### src/rtl/clock_pkg.sv
// Shared types and constants for the time-of-day counter.
// A digit pair holds one BCD field (tens and units).
package clock_pkg;

  typedef logic [3:0] bcd_t;

  typedef struct packed {
    bcd_t tens;
    bcd_t units;
  } bcd_pair_t;

  localparam int SEC_MOD      = 60;
  localparam int MIN_MOD      = 60;
  localparam int HOUR_MOD_DEF = 24;

  // Binary value (0..99) to its BCD digit pair; used for constant terminal values.
  function automatic bcd_pair_t bcd_pair_of(input int value);
    bcd_pair_t pair;
    pair.tens  = bcd_t'(value / 10);
    pair.units = bcd_t'(value % 10);
    return pair;
  endfunction

endpackage

### src/rtl/bcd_mod_counter.sv
// Two-digit BCD counter that wraps from MOD-1 to 00.
// clr has priority over en; term flags the last value of the range.
module bcd_mod_counter
  import clock_pkg::*;
#(
  parameter int MOD = 60
) (
  input  logic clk,
  input  logic rst,
  input  logic en,
  input  logic clr,
  output bcd_t tens,
  output bcd_t units,
  output logic term
);

  localparam bcd_pair_t LAST = bcd_pair_of(MOD - 1);

  bcd_pair_t cnt_q;
  bcd_pair_t cnt_d;

  always_comb begin
    cnt_d = cnt_q;
    if (clr) begin
      cnt_d = '0;
    end else if (en) begin
      if (cnt_q == LAST) begin
        cnt_d = '0;
      end else if (cnt_q.units == 4'd9) begin
        // Units roll over and tens advance on the same edge.
        cnt_d.units = 4'd0;
        cnt_d.tens  = cnt_q.tens + 4'd1;
      end else begin
        cnt_d.units = cnt_q.units + 4'd1;
      end
    end
  end

  always_ff @(posedge clk) begin
    if (rst) begin
      cnt_q <= '0;
    end else begin
      cnt_q <= cnt_d;
    end
  end

  assign tens  = cnt_q.tens;
  assign units = cnt_q.units;
  assign term  = (cnt_q == LAST);

endmodule

### src/rtl/clock_time_counter.sv
// Time-of-day counter: 1 Hz prescaler, cascaded sec/min/hour BCD stages,
// set-mode increments (no carry) and a registered end-of-day pulse.
module clock_time_counter
  import clock_pkg::*;
#(
  parameter int CLK_HZ   = 100_000_000,
  parameter int HOUR_MOD = HOUR_MOD_DEF
) (
  input  logic clk,
  input  logic rst,
  input  logic start_in,
  input  logic set,
  input  logic mode_sel,
  input  logic increment,
  output bcd_t hr_tens,
  output bcd_t hr_units,
  output bcd_t min_tens,
  output bcd_t min_units,
  output bcd_t sec_tens,
  output bcd_t sec_units,
  output logic tick_out,
  output logic day_rco
);

  localparam int              PW      = $clog2(CLK_HZ);
  localparam logic [PW-1:0]   PS_LAST = PW'(CLK_HZ - 1);

  logic [PW-1:0] presc_q, presc_d;
  logic          increment_q, increment_d;
  logic          day_rco_q, day_rco_d;

  logic run, tick, inc_pulse;
  logic sec_en, sec_rco, sec_term;
  logic min_en, min_rco, min_term;
  logic hr_en, hr_term;

  assign run       = start_in & ~set;
  assign tick      = run & (presc_q == PS_LAST);
  assign inc_pulse = increment & ~increment_q;

  // Set mode parks the prescaler at 0 so the first tick after leaving set
  // comes a full second later; a pause simply holds the count.
  always_comb begin
    presc_d = presc_q;
    if (set) begin
      presc_d = '0;
    end else if (start_in) begin
      presc_d = (presc_q == PS_LAST) ? '0 : presc_q + PW'(1);
    end
  end

  assign increment_d = increment;

  // Carries only exist in run mode (tick is gated by run), so set-mode
  // increments never ripple into the next field.
  assign sec_en  = tick;
  assign sec_rco = sec_en & sec_term;
  assign min_en  = sec_rco | (set & ~mode_sel & inc_pulse);
  assign min_rco = sec_rco & min_term;
  assign hr_en   = min_rco | (set & mode_sel & inc_pulse);

  assign day_rco_d = min_rco & hr_term;

  always_ff @(posedge clk) begin
    if (rst) begin
      presc_q     <= '0;
      increment_q <= 1'b0;
      day_rco_q   <= 1'b0;
    end else begin
      presc_q     <= presc_d;
      increment_q <= increment_d;
      day_rco_q   <= day_rco_d;
    end
  end

  bcd_mod_counter #(.MOD(SEC_MOD)) u_sec (
    .clk   (clk),
    .rst   (rst),
    .en    (sec_en),
    .clr   (set),
    .tens  (sec_tens),
    .units (sec_units),
    .term  (sec_term)
  );

  bcd_mod_counter #(.MOD(MIN_MOD)) u_min (
    .clk   (clk),
    .rst   (rst),
    .en    (min_en),
    .clr   (1'b0),
    .tens  (min_tens),
    .units (min_units),
    .term  (min_term)
  );

  bcd_mod_counter #(.MOD(HOUR_MOD)) u_hr (
    .clk   (clk),
    .rst   (rst),
    .en    (hr_en),
    .clr   (1'b0),
    .tens  (hr_tens),
    .units (hr_units),
    .term  (hr_term)
  );

  assign tick_out = tick;
  assign day_rco  = day_rco_q;

endmodule

### config.mk
export PLATFORM = sky130hd
export DESIGN_NAME = clock_time_counter
export DESIGN_NICKNAME = d
export VERILOG_FILES = /design/src/rtl/clock_pkg.sv /design/src/rtl/bcd_mod_counter.sv /design/src/rtl/clock_time_counter.sv
export SDC_FILE = /design/constraint.sdc
export NUM_CORES = 1
export LEC_CHECK = 0
export CAP_MARGIN = 20
export CORE_UTILIZATION = 60
export DETAILED_ROUTE_END_ITERATION = 7
export PLACE_DENSITY = 0.93
export SYNTH_ARGS = -nofsm -noshare
export SYNTH_HDL_FRONTEND = slang
export SYNTH_SLANG_ARGS = --single-unit
### constraint.sdc
create_clock -name clk -period 3.94 [get_ports clk]
set_clock_uncertainty 0.05 [all_clocks]
set_input_delay 0.394 -clock clk [delete_from_list [all_inputs] [get_ports clk]]
set_output_delay 0.394 -clock clk [all_outputs]
set_load 0.005 [all_outputs]
Word-level counts from Yosys, hierarchy flattened
Index checks and enable logic that the tools add are counted.

Output and inout port bits: 26. Register bits after elaboration: 53.

Add/subtract/negate cells: 7. Bitwise gates (word level): 15. Eq/ne operators: 7. Muxes and demuxes: 10. Reductions and logical operators: 7.

Operators by type and width (count): 27-bit by 1-bit adder with 27-bit output, second input constant (1); 27-bit equality test, second input constant (1); 27-bit two-way mux (1); 4-bit by 1-bit adder with 4-bit output, second input constant (6); 4-bit two-way mux (6); 8-bit two-way mux (3); 8-bit by 7-bit equality test with 1-bit output, second input constant (2); 4-bit equality test, second input constant (3); 1-bit AND (10); 8-bit by 6-bit equality test with 1-bit output, second input constant (1); 2-bit AND reduction (3); 2-bit nonzero test (3); 1-bit inverter (3); 1-bit bitwise OR (2); 2-bit OR reduction (1).

Longest topological paths before layout
Gate-level depths: netlist (run 1).

Depth in word-level cells: 7. Depth in mapped cells: 8. Mapped depth without buffers: 7.

Hierarchy
A second synthesis (run 1) with hierarchy kept.

Cells, all modules: 314. Area total of the unflattened synthesis: 2745.1 µm².

Modules (own cells, without submodules): clock_time_counter (cells each 167, times used 1, seq. area each 580.6 µm², area an instance 1451.4 µm²); bcd_mod_counter at u_min ... (cells each 49, times used 2, seq. area each 160.2 µm², area an instance 436.7 µm²); bcd_mod_counter at u_hr (cells each 49, times used 1, seq. area each 160.2 µm², area an instance 420.4 µm²).

Worst setup path before layout (run 1)
OpenSTA, ideal clock, no wires.

Path kind: reg2reg. Start point: register u_sec.cnt_q (netlist bit u_sec.units[0]). End point: register u_min.cnt_q (netlist bit u_min.tens[0]). Period minus slack after synthesis: 2.545 ns. Buffers on the path: 0. Slack: 1.395 ns. Library setup time: 0.121 ns. Arrival time: 2.374 ns. Stages on the path, launching flop included: 7. Path through: dfxtp_1 -> ha_1 -> or4bb_2 -> nor4_4 -> nand3_2 -> a21boi_0 -> mux2_2.

Cells in the longest elaborated chain, start to end: 4.

RTL lines: from (decl) (RTL line bcd_mod_counter.sv:19) `bcd_pair_t cnt_q;`; from (signal assigned) (RTL line bcd_mod_counter.sv:43) `cnt_q <= cnt_d;`; 8-bit by 7-bit equality test with 1-bit output (RTL line bcd_mod_counter.sv:49) `assign term = (cnt_q == LAST);`; 1-bit AND (RTL line clock_time_counter.sv:57) `assign sec_rco = sec_en & sec_term;`; 1-bit bitwise OR (RTL line clock_time_counter.sv:58) `assign min_en = sec_rco | (set & ~mode_sel & inc_pulse);`; 2-bit AND reduction (no line); to (signal assigned) (RTL line bcd_mod_counter.sv:43); to (decl) (RTL line bcd_mod_counter.sv:19).

Every way passes these cells. A chain may end at the register's enable or synchronous reset.

Final worst setup path (run 1)
Start point: register presc_q[8]. End point: output port tick_out.

Cells in the longest elaborated chain, start to end: 2.

RTL lines: from (decl) (RTL line clock_time_counter.sv:28) `logic [PW-1:0] presc_q, presc_d;`; from (signal assigned) (RTL line clock_time_counter.sv:70) `presc_q <= presc_d;`; 27-bit equality test (RTL line clock_time_counter.sv:38) `assign tick = run & (presc_q == PS_LAST);`; 1-bit AND (RTL line clock_time_counter.sv:38); to (decl) (RTL line clock_time_counter.sv:21) `output logic tick_out,`.

Every way passes these cells.

==> results of run 1 <==
power breakdown:
group	total, mW	switching [mW]	internal, mW
Clock	0.300	0.161	0.140
Combinational	0.0304	0.0171	0.0132
Sequential	0.540	0.00284	0.537
Total	0.871	0.181	0.690
final timing paths:
| path | from | endpoint | cells after the start |
|---|---|---|---|
| worst min-delay path | u_min.units[3] | u_min.units[3] | 2 |
| worst max-delay path | presc_q[8] | tick_out | 5 |
| worst min register to register | u_min.units[3] | u_min.units[3] | 2 |
| worst max register to register | presc_q[8] | presc_q[18] | 5 |
metal layers:
| layer | up-vias | GRT usage, % |
|---|---|---|
| li1 | 1183 | - |
| met1 | 1122 | 30.0 |
| met2 | 66 | 38.1 |
| met3 | 13 | 4.91 |
| met4 | 0 | 9.11 |
| met5 | - | 0 |
state kept, by name (all words and copies together) (netlist names):
name,flops
u_hr.tens,4
day_rco,1
u_sec.units,4
u_sec.tens,4
increment_q,1
u_hr.units,4
u_min.tens,4
presc_q,27
u_min.units,4
synthesized netlist by cell type, types with 2 or more instances:
master	count	area, µm²
o21ai_0	6	30.0
nand4b_1	3	26.3
or4_1	2	15.0
nor3b_1	2	15.0
and3b_1	3	26.3
a211oi_1	2	15.0
nand2_1	17	63.8
mux2_2	4	45.0
xor2_1	9	78.8
or3_1	5	31.3
and4_2	2	20.0
nor4_4	2	42.5
a21oi_1	13	65.1
buf_2	3	15.0
a211o_1	2	17.5
ha_1	11	138
and3_1	8	50.1
mux2i_1	5	50.1
nand4_1	7	43.8
inv_1	13	48.8
nand2b_1	4	25.0
xnor2_1	16	140
clkbuf_1	7	26.3
and2_1	2	12.5
nor2_1	46	173
nand3_1	18	90.1
buf_6	2	22.5
nor3_1	15	75.1
o2bb2ai_1	2	17.5
and3b_2	2	20.0
dfxtp_1	53	1060
and3_2	2	15.0
a21boi_0	3	22.5
nor2b_1	7	43.8
nor4_1	2	12.5
o211ai_1	2	15.0
placed cells by master (no fill, tap or decap), drive strengths merged, types with 3 or more instances in the layout:
master,Yosys,layout
dfxtp,53,53
nor2,46,46
clkdlybuf4s50,0,31
nand3,19,19
nand2,17,17
xnor2,16,16
nor3,15,15
inv,13,13
a21oi,13,13
ha,11,11
and3,10,10
xor2,9,9
nand4,7,7
nor2b,7,7
clkbuf,7,7
o21ai,6,6
or3,5,5
mux2i,5,5
and3b,5,5
nand2b,4,4
mux2,4,4
nor4,4,4
nand4b,3,3
a21boi,3,3
and4,3,3
a211o,3,3
per-stage QoR:
| step | power, mW | cell area (µm²) | setup WS (ns) | hold WS, ns | instances |
|---|---|---|---|---|---|
| after detailed placement | 0.583 | 3100 | 0.827 | 0.444 | 392 |
| after floorplan | 0.573 | 2790 | 1.40 | 0.412 | 321 |
| after global placement | 0.582 | 3100 | 0.960 | 0.418 | 392 |
| after CTS | 0.878 | 3190 | 0.722 | 0.457 | 399 |
| final | 0.871 | 3190 | 0.743 | 0.455 | 399 |
| after global routing | 0.907 | 3190 | 0.594 | 0.484 | 399 |
area by class of cell:
class                           instances  area [µm²]  area share, %
Inverter                               13        48.8           1.53
Tap cell                               52        65.1           2.04
Timing Repair Buffer                   32         318           9.97
Clock buffer                            7        86.3           2.71
Sequential cell                        53        1060           33.3
Multi-Input combinational cell        242        1610           50.5
cell families (layout without fill, tap and decap cells):
| logic type | Yosys count | after routing |
|---|---|---|
| DFF | 53 | 53 |
| muxes | 9 | 9 |
| AOI/OAI and AO/OA | 40 | 40 |
| and+or+nand+nor | 157 | 157 |
| buffers and inverters | 26 | 52 |
| xor gates and xnor gates | 25 | 25 |
| adders and majority gates | 11 | 11 |
critical path: cells and delay by family (launching register included):
| family | cells | cell delay [ns] |
|---|---|---|
| and+or+nand+nor | 4 | 1.56 |
| DFF | 1 | 0.38 |
| buffers and inverters | 1 | 0.51 |
==> metrics, run 1 <==
CTS max path bufs 2; Final nets between 300 and 400; DRT iter0 DRCs 146; CP max stage cell or4b_4; Overflow after GRT 0; highest metal used met4; Final setup viols 0; M1 WL 2460 µm; synth warn 0; Tcrit/Tclk final 81.1%; register area share after synthesis between 30% and 40%; final WL 5450 µm; WP data required 3.50 ns; delay of the slowest cell on the worst path around 0.57 ns; Worst setup SP type register; RSZ-0062 raised after global routing false; Post-Syn Nets 338; Arr. time, crit path 2.75 ns; vias in the first global route about 2100; Synth Area in Adders 4.93%; CTS tree built; Final Util 72.2%; DR vias/cell 5.97; Setup crit end kind output pin; Post-Syn Instances 321; Crit Path Category register to output pin; Pins Over Slew Limit 0; CTS resizes 0; Leak 1.10 nW; share of layout cells above drive strength 1 8.07%; DIE WIDTH about 70 µm; CTS Sinks 53; DR WL/cell 13.7 µm; Simple-Gate Fraction of Synth Area 31.6%; type of the worst min-delay path register to register; Die Height 70.2 µm; fmax around 310 MHz; mean area per synthesized cell 8.69 µm²; main combinational cell family by area after synthesis simple AND/OR/NAND/NOR gates; max-cap violations 0; Worst Tran Pin Value 0.956 ns; Yosys cell types 55; Initial Util 63.2%; hold_buf cts 0; largest net degree at the start of global routing 28; FFs w/ async S/R, synth 0%; Cell Chain, Critical Path or4b_4, nor4_4, nand2_1, nor2_1, clkdlybuf4s50_1; CTS Buf Count 5; Clk Latency, worst-skew pair about 0.30 ns; floorplan core area 4410 µm²; clock root buffer clkbuf_8; # DRC 0; TNS Setup 0 ns; vias 2384; Filler Cell Count 307; outcome completed; HPWL Detailed around 3900 µm; first-pass GRT wire length 9350 µm; peak fanout along the critical path 8; post-synthesis xor/xnor area fraction 7.85%; diodes inserted 0; ys flop type dfxtp_1; met2 wire length 2680 µm; clk slew on worst S/H paths 0.09 ns; post-detailed-route count of antenna-violating nets 0; slew margin rel. 36.2%; VDD IR max 0.000263 V; H-tree depth 2; #FFs+latches synth 53; final hold vios 0; initial antenna violation count 0; drt first pass iters 5; Post-synth EDFFs 0; io pins 32; Rows 24; post-CTS setup buffers 0; minimum clock period 3.20 ns; synthesis-to-finish area growth 14.3%; Post-Syn Area 2790 µm²; R2R setup slack 1.06 ns; Power per Cell Area 273 nW/µm²; met3 wire length 217 µm; mux cell area share after synthesis 3.41%; Final Wtd Congestion slightly below 0.8; compound-gate portion of the synthesized area 9.91%; Die ar. 4930 µm²; # port buffers 31; gr usage total 23.3%
Note: power is estimated with default switching activity, not from simulation.
==> inputs of run 2 (changes only) <==
Settings changed: CORE_UTILIZATION 60 to 56, PLACE_DENSITY 0.93 to 0.88.
Clock period 3.94 ns to 3.3 ns, I/O delays scaled along.
==> run 2 against run 1 <==
Against the previous run:
- cell count is 4.8% higher
- clock-buffer cell count is 2 lower
- via count is 0.71% lower
- combinational power is 24% higher
- power is 20% higher
- first-iteration DRC count is 7.5% lower
- worst setup slack worse by 0.27 ns
- sequential power is 19% higher
- sequential share of layout area is 0.48 points lower
- critical path depth stayed put
- non-clock buffer count is 3 higher
- critical endpoint unchanged
- highest routed layer unchanged
==> metrics, run 2 (synthesis results as in run 1) <==
Leak 1.11 nW; diodes inserted 0; outcome completed; Pint 808 µW; drt first pass iters 4; Tcrit/Tclk final 85.8%; HPWL Detailed 3970 µm; minimum clock period 2.83 ns; Final setup viols 0; switch share 23.0%; Rows 25; type of the worst min-delay path register to register; Largest Register presc_q; peak fanout along the critical path 8; hold_buf cts 0; TNS Setup 0 ns; Initial Util a little under 60%; most common cell after layout, fill and taps aside dfxtp_1; clock share of power a little over a third; CTS resizes 0; io pins 32; VDD IR max 0.000289 V; post-CTS setup buffers 0; final WL 5480 µm; WP data required 2.92 ns; # port buffers 31; final hold vios 0; Arr. time, crit path 2.45 ns; max reg flops 27; vias 2367; fmax 353 MHz; Setup crit end kind output pin; DRT iter0 DRCs about 140; initial antenna violation count 0; clk slew on worst S/H paths about 0.1 ns; CTS max path bufs 2; largest net degree at the start of global routing 28; floorplan core area 4750 µm²; hold slack 0.435 ns; vias in the first global route 2213; CTS Buf Count 5; most frequent cells in the layout dfxtp_1, nor2_1, clkdlybuf4s50_1; slew margin rel. 51.5%; first-pass GRT wire length approximately 9500 µm; Overflow after GRT 0; Pins Over Slew Limit 0; DR vias/cell between 5 and 6; RSZ-0062 raised after global routing false; share of layout cells above drive strength 1 9.40%; gr usage total 22.3%; DR WL/cell 13.1 µm; Final nets ~370; CTS Sinks 53; max-cap violations 0; Sw Pwr 241 µW; Worst setup SP type register; Clk Latency, worst-skew pair 0.31 ns; Flop pwr share 61.5%; synthesis-to-finish area growth 15.9%; Worst Tran Pin Value 0.720 ns; CTS tree built; Die Height 72.6 µm; Final Wtd Congestion 0.806; Power per Cell Area ~320 nW/µm²; H-tree depth 2; Crit Path Category register to output pin; Combinational Power Share between 3 and 4%; # DRC 0; DIE WIDTH between 70 and 80 µm; post-detailed-route count of antenna-violating nets 0; clock root buffer clkbuf_8; Die ar. between 5000 and 6000 µm²
## run 2: path summary, 6_finish.rpt
kind	startpoint	endpoint	slack, ns	cells past startpoint
worst max register to register	u_sec.units[0]	u_hr.tens[0]	0.52	6
worst min register to register	u_min.units[3]	u_min.units[3]	0.43	2
worst max-delay path	presc_q[8]	tick_out	0.47	5
worst min-delay path	u_min.units[3]	u_min.units[3]	0.43	2
## run 2: critical path, cell delays in order, from the launching register on
cell	delay [ns]
dfxtp_1	0.38
or4b_4	0.57
nor4_4	0.33
nand2_1	0.23
nor2_1	0.13
clkdlybuf4s50_1	0.50
## run 2: power groups by stage
stage | clock (mW) | sequential (mW) | combinational (mW)
6_report | 0.365 | 0.645 | 0.0377
5_1_grt | 0.395 | 0.646 | 0.0419
2_1_floorplan | 0 | 0.659 | 0.0254
3_5_place_dp | 0 | 0.660 | 0.0374
4_1_cts | 0.373 | 0.645 | 0.0378
3_3_place_gp | 0 | 0.660 | 0.0364
## run 2: through the flow
step / power [mW] / utilization (%) / instances / area [µm²] / setup WS [ns]
final: 1.05 / 68.0 / 418 / 3230 / 0.470
after global routing: 1.08 / 68.0 / 418 / 3230 / 0.350
after CTS: 1.06 / 68.0 / 418 / 3230 / 0.445
after detailed placement: 0.697 / 66.1 / 410 / 3140 / 0.376
after global placement: 0.696 / 66.1 / 410 / 3140 / 0.487
after floorplan: 0.685 / - / 321 / 2790 / 0.755
## run 2: metal layers
metal  wire [µm]  vias up  track usage, %  share of wire, %
li1            -     1195               -                 -
met2        2700       45            40.0                49
met5           0        -               0                 0
met1        2570     1123            27.5                47
met3         176        4            4.14               3.2
met4          36        0            5.23              0.66
## run 2: final cells by class
class | count | area [µm²]
clock buffers | 5 | 68.8
clock inverters | 3 | 22.5
fillers | 389 | 1520
inverters | 13 | 48.8
multi-input cells | 242 | 1610
flip-flops and latches | 53 | 1060
well taps | 67 | 83.8
repair buffers | 35 | 340
==> inputs of run 3 (changes only) <==
Settings changed: ABC_AREA set to 0.
==> results of run 3 <==
Same layout as run 2: the final DEF is identical, and so are final timing and power.
